--- src/rtl/dtw_accel_pkg.sv ---
// Shared definitions for the DTW accelerator scheduler.
// Holds the FSM state encoding and default datapath widths.
// No logic. Imported by the scheduler and its sample stage.
package dtw_accel_pkg;

    localparam int DEF_SAMPLE_WIDTH = 8;
    localparam int DEF_QLEN_WIDTH   = 16;
    localparam int DEF_SCORE_WIDTH  = 32;

    typedef enum logic [1:0] {
        IDLE      = 2'd0,
        FETCH     = 2'd1,
        WAIT_DONE = 2'd2,
        REPORT    = 2'd3
    } state_t;

endpackage

--- src/rtl/dtw_accel_sched_sample_reg.sv ---
// One-entry valid/ready pipeline register carrying a sample word and its last flag.
// Latency: one cycle from push to presentation on the smp side.
// Backpressure: accepts a new word when empty or when the held word drains in the same cycle.
module dtw_sample_reg
    import dtw_accel_pkg::*;
#(
    parameter int WIDTH = DEF_SAMPLE_WIDTH
) (
    input  logic             clk,
    input  logic             rst,
    input  logic             flush,
    input  logic             push_valid,
    input  logic [WIDTH-1:0] push_data,
    input  logic             push_last,
    output logic             push_ready,
    output logic             smp_valid,
    output logic [WIDTH-1:0] smp_data,
    output logic             smp_last,
    input  logic             smp_ready
);

    assign push_ready = !smp_valid || smp_ready;

    // Stage register: flush beats load so a cancelled run leaves nothing behind.
    always_ff @(posedge clk) begin
        if (rst || flush) begin
            smp_valid <= 1'b0;
            smp_data  <= '0;
            smp_last  <= 1'b0;
        end else if (push_valid && push_ready) begin
            smp_valid <= 1'b1;
            smp_data  <= push_data;
            smp_last  <= push_last;
        end else if (smp_ready) begin
            smp_valid <= 1'b0;
            smp_last  <= 1'b0;
        end
    end

endmodule

--- src/rtl/dtw_accel_sched.sv ---
// Schedules one DTW query: pops qlen samples from a FWFT FIFO into the core, then returns its score.
// Latency: one register stage between FIFO pop and core sample; score held from core_done until res_ready.
// Backpressure: pops stall on FIFO empty or a full, unaccepted sample stage; result waits on res_ready.
module dtw_accel_sched
    import dtw_accel_pkg::*;
#(
    parameter int SAMPLE_WIDTH = DEF_SAMPLE_WIDTH,
    parameter int QLEN_WIDTH   = DEF_QLEN_WIDTH,
    parameter int SCORE_WIDTH  = DEF_SCORE_WIDTH
) (
    input  logic                    ACLK,
    input  logic                    ARESET,
    input  logic [QLEN_WIDTH-1:0]   cfg_qlen,
    input  logic                    cfg_start,
    input  logic                    cfg_abort,
    output logic                    dtw_fifo_rden,
    input  logic [SAMPLE_WIDTH-1:0] dtw_fifo_dout,
    input  logic                    dtw_fifo_empty,
    output logic                    core_start,
    output logic                    core_smp_valid,
    output logic [SAMPLE_WIDTH-1:0] core_smp_data,
    output logic                    core_smp_last,
    input  logic                    core_smp_ready,
    input  logic                    core_done,
    input  logic [SCORE_WIDTH-1:0]  core_score,
    output logic                    res_valid,
    output logic [SCORE_WIDTH-1:0]  res_score,
    input  logic                    res_ready,
    output logic                    busy,
    output logic                    err_qlen,
    output logic [15:0]             run_count
);

    state_t                state, state_nxt;
    logic [QLEN_WIDTH-1:0] qlen_q;
    logic [QLEN_WIDTH-1:0] pop_cnt;
    logic                  stage_ready;
    logic                  start_ok;
    logic                  abort_hit;
    logic                  last_acc;
    logic                  done_hit;
    logic                  res_hs;
    logic                  pop_last;

    assign start_ok  = (state == IDLE) && cfg_start && (cfg_qlen != '0);
    assign abort_hit = cfg_abort && ((state == FETCH) || (state == WAIT_DONE));
    assign last_acc  = core_smp_valid && core_smp_ready && core_smp_last;
    assign done_hit  = (state == WAIT_DONE) && core_done && !cfg_abort;
    assign res_hs    = (state == REPORT) && res_ready;
    assign pop_last  = (pop_cnt == qlen_q - 1'b1);
    assign busy      = (state != IDLE);
    assign res_valid = (state == REPORT);

    // State register.
    always_ff @(posedge ACLK) begin
        if (ARESET) begin
            state <= IDLE;
        end else begin
            state <= state_nxt;
        end
    end

    // Next-state and pop strobe; popping is also blocked while reset is held.
    always_comb begin
        state_nxt     = state;
        dtw_fifo_rden = 1'b0;
        case (state)
            IDLE: begin
                if (start_ok) state_nxt = FETCH;
            end
            FETCH: begin
                dtw_fifo_rden = !ARESET && !dtw_fifo_empty && (pop_cnt < qlen_q) && stage_ready;
                if (cfg_abort)     state_nxt = IDLE;
                else if (last_acc) state_nxt = WAIT_DONE;
            end
            WAIT_DONE: begin
                if (cfg_abort)      state_nxt = IDLE;
                else if (core_done) state_nxt = REPORT;
            end
            REPORT: begin
                if (res_ready) state_nxt = IDLE;
            end
            default: state_nxt = IDLE;
        endcase
    end

    // Run bookkeeping: query length, pop count, start pulse, error flag, score and run counter.
    always_ff @(posedge ACLK) begin
        if (ARESET) begin
            qlen_q     <= '0;
            pop_cnt    <= '0;
            core_start <= 1'b0;
            err_qlen   <= 1'b0;
            res_score  <= '0;
            run_count  <= '0;
        end else begin
            core_start <= start_ok;
            if (start_ok) begin
                qlen_q   <= cfg_qlen;
                pop_cnt  <= '0;
                err_qlen <= 1'b0;
            end else if ((state == IDLE) && cfg_start) begin
                err_qlen <= 1'b1;
            end
            if (dtw_fifo_rden) pop_cnt   <= pop_cnt + 1'b1;
            if (done_hit)      res_score <= core_score;
            if (res_hs)        run_count <= run_count + 16'd1;
        end
    end

    dtw_sample_reg #(
        .WIDTH (SAMPLE_WIDTH)
    ) u_sample_reg (
        .clk        (ACLK),
        .rst        (ARESET),
        .flush      (abort_hit),
        .push_valid (dtw_fifo_rden),
        .push_data  (dtw_fifo_dout),
        .push_last  (pop_last),
        .push_ready (stage_ready),
        .smp_valid  (core_smp_valid),
        .smp_data   (core_smp_data),
        .smp_last   (core_smp_last),
        .smp_ready  (core_smp_ready)
    );

endmodule

--- config.mk ---
export PLATFORM = sky130hd
export DESIGN_NAME = dtw_accel_sched
export DESIGN_NICKNAME = d
export VERILOG_FILES = /design/src/rtl/dtw_accel_pkg.sv /design/src/rtl/dtw_accel_sched_sample_reg.sv /design/src/rtl/dtw_accel_sched.sv
export SDC_FILE = /design/constraint.sdc
export NUM_CORES = 1
export LEC_CHECK = 0
export ABC_CLOCK_PERIOD_IN_PS = 2500
export BUFFER_PORTS_ARGS = -buffer_cell sky130_fd_sc_hd__buf_2
export CAP_MARGIN = 20
export CORE_UTILIZATION = 48
export CTS_CLUSTER_SIZE = 24
export DETAILED_ROUTE_END_ITERATION = 8
export GPL_ROUTABILITY_DRIVEN = 1
export PLACE_DENSITY = 0.77
export SETUP_SLACK_MARGIN = 0.2
export SYNTH_ARGS = -nofsm -noshare
export SYNTH_HDL_FRONTEND = slang
export SYNTH_SLANG_ARGS = --single-unit
--- constraint.sdc ---
create_clock -name ACLK -period 2.5 [get_ports ACLK]
set_input_delay 0.5 -clock ACLK [delete_from_list [all_inputs] [get_ports ACLK]]
set_output_delay 0.5 -clock ACLK [all_outputs]
set_load 0.03 [all_outputs]
==> results.py, run 1 <==
metrics = {
    "status": {
        "status": "complete, but fails checks",
        "violations": "setup timing",
    },
    "synthesis": {
        "synth_adder_area_share": 0.0634,
        "yosys-top-cells-count": "dfxtp_1, nand2_1, nor2_1",
        "synth_compound_area_frac": 0.142,
        "netlist_top_cells_area": "dfxtp_1, nand2_1, a21oi_1",
        "muxShareOfSynthArea": 0.0370,
        "syn_avg_cell_area_sq_um": 8.06,
        "synth-simple-area-share": 0.254,
        "syn_nets": 676,
        "synthArstFlopShare": 0,
        "yosys_warnings": 0,
        "synth_top_family_by_area": "simple AND/OR/NAND/NOR gates",
        "synth_top_area_frac": 0.397,
        "syn_inst": 588,
        "synth_edf_count": 0,
        "ys_seq_elements": 94,
        "synth.most_common_cell": "dfxtp_1",
        "synth_flop_cell": "dfxtp_1",
        "ys_seq_area_frac": 0.397,
        "synth.distinct_cells": 56,
        "synthXorXnorAreaFrac": 0.0555,
        "synthesis.area_sq_um": 4740,
        "synth_top_area_cell": "dfxtp_1",
    },
    "routing": {
        "final_antenna_net_count": 0,
        "dr.pass1.iters": 5,
        "detail_route.wl_per_cell_um": 15.4,
        "drt_iter0_drc": 313,
        "viasPerCell": 5.51,
        "drc_errors": 0,
        "routed_wl_um": 13500,
        "vias": 4831,
    },
    "final_layout": {
        "diodes": 0,
        "nets": 831,
        "final_core_util": 0.677,
        "drive_gt1_frac": 0.364,
        "stdcell_area_sq_um": 6380,
        "area_delta_synth_final_pct": 34.6,
    },
    "pwr": {
        "ir_worst_vdd_mv": 0.346,
        "power_density_nw_per_um2": 562,
        "leakage_uw": 0.00265,
        "power.total_uw": 3580,
    },
    "clock_network": {
        "ctsHoldBuffers": 0,
        "cts_tree": "yes",
        "clock-sinks": 94,
        "cts_max_level": 3,
        "cts_buffers": 9,
        "clk_path_buf_depth": 2,
        "cts.reportedPaths.clkPinSlew_ps": 100,
        "clk_latency_ps": 370,
        "clockRootBuffer": "clkbuf_8",
    },
    "floorplanning": {
        "fp-row-count": 35,
        "die_h_um": 101,
        "coreArea_sq_um": 9420,
        "die_x_um": 101,
        "start_util": 0.503,
        "die_area_sq_um": 10300,
        "num_io_pins": 127,
    },
    "placed_design": {
        "dp_hpwl_um": 9230,
        "pre_cts_ws_ps": 107,
        "numPortBuffers": 126,
        "dpl_cell_area_sq_um": 5630,
        "place_congestion": 0.937,
    },
    "worst_setup_path": {
        "cp_data_required_time_ps": 2000,
        "slowest_stage": "or3_4",
        "critPathArrivalTime_ps": 2060,
        "cpPeakStageDelay_ps": 400,
        "critical_path.max_fanout": 3,
        "crit_buf_inv": 3,
        "critical_path.startpoint_type": "flip-flop",
        "cp-end-kind": "output pin",
        "cp_top_family": "simple AND/OR/NAND/NOR gates",
        "path_cells": "inv_2, ha_4, nand4_1, or3_4, a21oi_2, a211o_1, inv_2, buf_6",
        "cpMostUsedCell": "inv_2",
        "path_class": "flip-flop to output pin",
    },
    "timing": {
        "rsz0062_at_grt": "true",
        "setup_ws_ps": -56.6,
        "period_minus_slack_ps": 2560,
        "tightest_slew_ps": 754,
        "drv_slew": 0,
        "hold_viol_final": 0,
        "finClkSkew_ps": 11.1,
        "fmax_mhz": 391,
        "finalSetupViolCount": 1,
        "tns_ps": -56.6,
        "slew_headroom": 0.497,
        "fin_crit_sh": 1.02,
    },
    "global_routing": {
        "gr-usage-all-layers": 0.249,
        "grt_pass1_vias": 4363,
        "overflow": 0,
        "grt_max_degree": 74,
        "antenna_found_initial": 0,
        "grt_pass1_wl_um": 20300,
    },
    "flow_run": {
        "cap_viol_max_count": 0,
    },
    "hold_path": {
        "hold_path.class": "input port to flip-flop",
    },
}
==> tightest hold or removal path, stage by stage <==
cell and delay, ps:
buf_2 90, nand2_1 40, a21oi_1 50
==> final timing paths <==
kind,startpoint,to,cells after the start,slack (ps)
worst min register to register,res_score[13],res_score[13],2,460
worst max register to register,qlen_q[15],u_sample_reg.smp_last,11,10
worst min-delay path,core_score[0],res_score[0],3,360
worst max-delay path,qlen_q[15],dtw_fifo_rden,8,-60
==> power breakdown <==
group          internal, uW  leakage [uW]  switching, uW
registers              1550      0.000770           48.5
logic                   449       0.00179            571
clock network           381     0.0000869            577
==> registers in the layout, indices dropped and copies added (netlist names) <==
name / cells
res_score: 32
pop_cnt: 16
qlen_q: 16
run_count: 16
u_sample_reg.smp_data: 8
state: 2
core_start: 1
err_qlen: 1
u_sample_reg.smp_last: 1
u_sample_reg.smp_valid: 1
==> what timing repair did <==
| action | CTS | global route |
|---|---|---|
| endpoints found under the setup margin | 4 | 17 |
| pin swaps | 5 | 22 |
| setup buffers | 8 | 11 |
| resized for setup | 35 | 56 |
| gates cloned | 0 | 2 |
==> through the flow <==
step,hold slack [ps],cells
after floorplan,486,588
after global placement,438,840
after detailed placement,445,840
after CTS,350,864
after global routing,348,877
final,357,877
==> logic make-up after synthesis <==
group / Yosys count
adders and majority gates: 24
muxes: 17
xor gates and xnor gates: 30
DFF: 94
and+or+nand+nor: 251
buffers and inverters: 61
AOI/OAI and AO/OA: 111
==> layer usage <==
layer | GRT usage | routed length (um)
met1 | 0.310 | 5690
met2 | 0.433 | 6670
met3 | 0.0386 | 767
met4 | 0.0970 | 351
met5 | 0 | 0
==> placed cells by master, fill, tap and decap left out, types with 5 or more instances in the layout <==
cell type / count
buf_4: 38
nand3_1: 22
nand4_1: 9
a21oi_1: 57
a21oi_2: 5
nor4_1: 10
xor2_1: 13
dfxtp_2: 15
inv_1: 19
or3_1: 6
ha_1: 11
dfxtp_1: 75
o21ai_2: 5
nor2_1: 65
xnor2_1: 17
inv_2: 9
buf_6: 6
clkbuf_8: 9
buf_2: 125
ha_4: 12
nand2b_1: 5
nor3_1: 15
mux2i_1: 11
nand2_1: 85
==> area by class of cell <==
| type | instances | area, sq um |
|---|---|---|
| clock buffers | 10 | 128 |
| clock inverters | 6 | 55.1 |
| fillers | 711 | 3040 |
| inverters | 30 | 118 |
| multi-input cells | 433 | 2900 |
| flip-flops and latches | 94 | 1920 |
| well taps | 129 | 161 |
| repair buffers | 175 | 1100 |
(Power assumes the default switching activity.)
==> run 2: changes to the inputs <==
==> constraint.sdc (replaced) <==
create_clock -name ACLK -period 2.5 [get_ports ACLK]
set_input_delay 0.75 -clock ACLK [delete_from_list [all_inputs] [get_ports ACLK]]
set_output_delay 0.75 -clock ACLK [all_outputs]
set_load 0.03 [all_outputs]
==> run 2 against run 1 <==
  * The run still ends with setup timing left
  * Clock-buffer cell count is 1 lower
  * Critical path depth decreased by 1
  * Clock power grew 19%
  * Worst hold slack improved by 100 ps
  * Maximum frequency down 8.5%
  * Setup slack worse by 240 ps
  * Sequential share of layout area down 0.80 points
==> results.py, run 2 (synthesis results as in run 1) <==
metrics = {
    "timing": {
        "period_minus_slack_ps": 2800,
        "fin_crit_sh": 1.12,
        "finClkSkew_ps": 12.1,
        "tightest_slew_ps": 763,
        "fmax_mhz": 358,
        "whs_ps": 457,
        "tns_ps": -1750,
        "finalSetupViolCount": 20,
        "setup_ws_ps": -296,
        "slew_headroom": 0.491,
        "hold_viol_final": 0,
        "drv_slew": 0,
        "rsz0062_at_grt": "true",
    },
    "worst_setup_path": {
        "slowest_stage": "dfxtp_1",
        "cpMostUsedCell": "inv_2",
        "critical_path.max_fanout": 4,
        "cpPeakStageDelay_ps": 370,
        "path_cells": "inv_2, ha_2, nor4b_4, nand3_1, a211o_1, inv_2, buf_6",
        "critPathArrivalTime_ps": 2050,
        "cp_top_family": "simple AND/OR/NAND/NOR gates",
        "critical_path.startpoint_type": "flip-flop",
        "cp-end-kind": "output pin",
        "cp_data_required_time_ps": 1750,
        "path_class": "flip-flop to output pin",
        "crit_buf_inv": 3,
    },
    "global_routing": {
        "gr-usage-all-layers": 0.273,
        "overflow": 0,
        "grt_pass1_vias": 4681,
        "grt_max_degree": 74,
        "antenna_found_initial": 0,
        "grt_pass1_wl_um": 21700,
    },
    "routing": {
        "viasPerCell": 5.61,
        "drt_iter0_drc": 311,
        "vias": 5018,
        "dr.pass1.iters": 5,
        "detail_route.wl_per_cell_um": 15.8,
        "drc_errors": 0,
        "routed_wl_um": 14100,
        "final_antenna_net_count": 0,
    },
    "final_layout": {
        "area_delta_synth_final_pct": 37.4,
        "final_common_cell": "buf_2",
        "multi_input_area_sq_um": 2880,
        "instances_no_fill": 895,
        "largest-register": "res_score",
        "fill_cells": 729,
        "seqCellArea_sq_um": 1900,
        "diodes": 0,
        "final_cell_mix": "buf_2, nand2_1, dfxtp_1",
        "drive_gt1_frac": 0.372,
        "largest_reg_flops": 32,
        "nets": 850,
    },
    "flow_run": {
        "cap_viol_max_count": 0,
    },
    "floorplanning": {
        "coreArea_sq_um": 9420,
        "start_util": 0.503,
        "die_x_um": 101,
        "die_h_um": 101,
        "fp-row-count": 35,
        "num_io_pins": 127,
        "die_area_sq_um": 10300,
    },
    "clock_network": {
        "cts.reportedPaths.clkPinSlew_ps": 100,
        "clk_latency_ps": 380,
        "clockRootBuffer": "clkbuf_8",
        "clock-sinks": 94,
        "cts_max_level": 3,
        "clk_path_buf_depth": 2,
        "ctsHoldBuffers": 0,
        "cts_buffers": 9,
        "cts_tree": "yes",
    },
    "pwr": {
        "leakage_uw": 0.00277,
        "power.total_uw": 3790,
        "power_density_nw_per_um2": 583,
        "ir_worst_vdd_mv": 0.380,
    },
    "status": {
        "violations": "setup timing",
        "status": "complete, but fails checks",
    },
    "hold_path": {
        "hold_path.class": "flip-flop to flip-flop",
    },
    "placed_design": {
        "place_congestion": 0.912,
        "dp.cells": 864,
        "numPortBuffers": 126,
        "dp_hpwl_um": 9560,
    },
}
-- run 2: changes by cell type in the layout (fill, tap and decap cells not counted), moves of 3 or more --
cell,before,now
buf_4,38,56
dfxtp_1,75,79
buf_8,1,4
dfxtp_4,4,1
nand2_1,85,82
nand2_4,0,3
-- run 2: repair_timing --
item,4_1_cts,5_1_grt
setup endpoints to repair,14,25
gates resized for setup,57,25
cloned,1,0
setup buffers,12,3
pin swaps,21,12
hold endpoints to repair,0,0
-- run 2: path summary, 6_finish.rpt --
kind	from	endpoint	slack [ps]	depth (start not counted)
setup / recovery	state[1]	dtw_fifo_rden	-300	7
hold / removal	res_score[6]	res_score[6]	460	2
setup reg to reg	qlen_q[7]	u_sample_reg.smp_last	-160	13
hold reg to reg	res_score[6]	res_score[6]	460	2
-- run 2: per-stage QoR --
step	util	worst slack [ps]	area [sq um]
6_report	0.691	-296	6510
5_1_grt	0.691	-363	6510
4_1_cts	0.679	-245	6390
3_5_place_dp	0.619	-88.6	5830
3_3_place_gp	0.619	-79.6	5830
2_1_floorplan	-	-20.3	4790
-- run 2: metal layers --
metal,up-vias,global-route usage,wire [um]
met2,241,0.481,7000
met1,2333,0.312,5540
met5,-,0,0
met4,0,0.161,650
met3,59,0.0449,941
li1,2385,-,-
-- run 2: cell type report --
class	count	share of cell area
sequential	94	0.292
tap	129	0.0248
multi-input combinational	433	0.443
timing repair buffer	194	0.189
clock buffer	9	0.0190
clock inverter	6	0.0142
inverter	30	0.0173
-- run 2: power breakdown --
part	switching, uW	total, uW	internal (uW)
Combinational	589	1060	469
Clock	577	1140	565
Sequential	38.1	1590	1560
Total	1200	3790	2590
-- run 2: tightest hold or removal path: stages, from the launching register on --
cell	delay, ps
dfxtp_1	320
nand2_1	50
a21oi_1	50
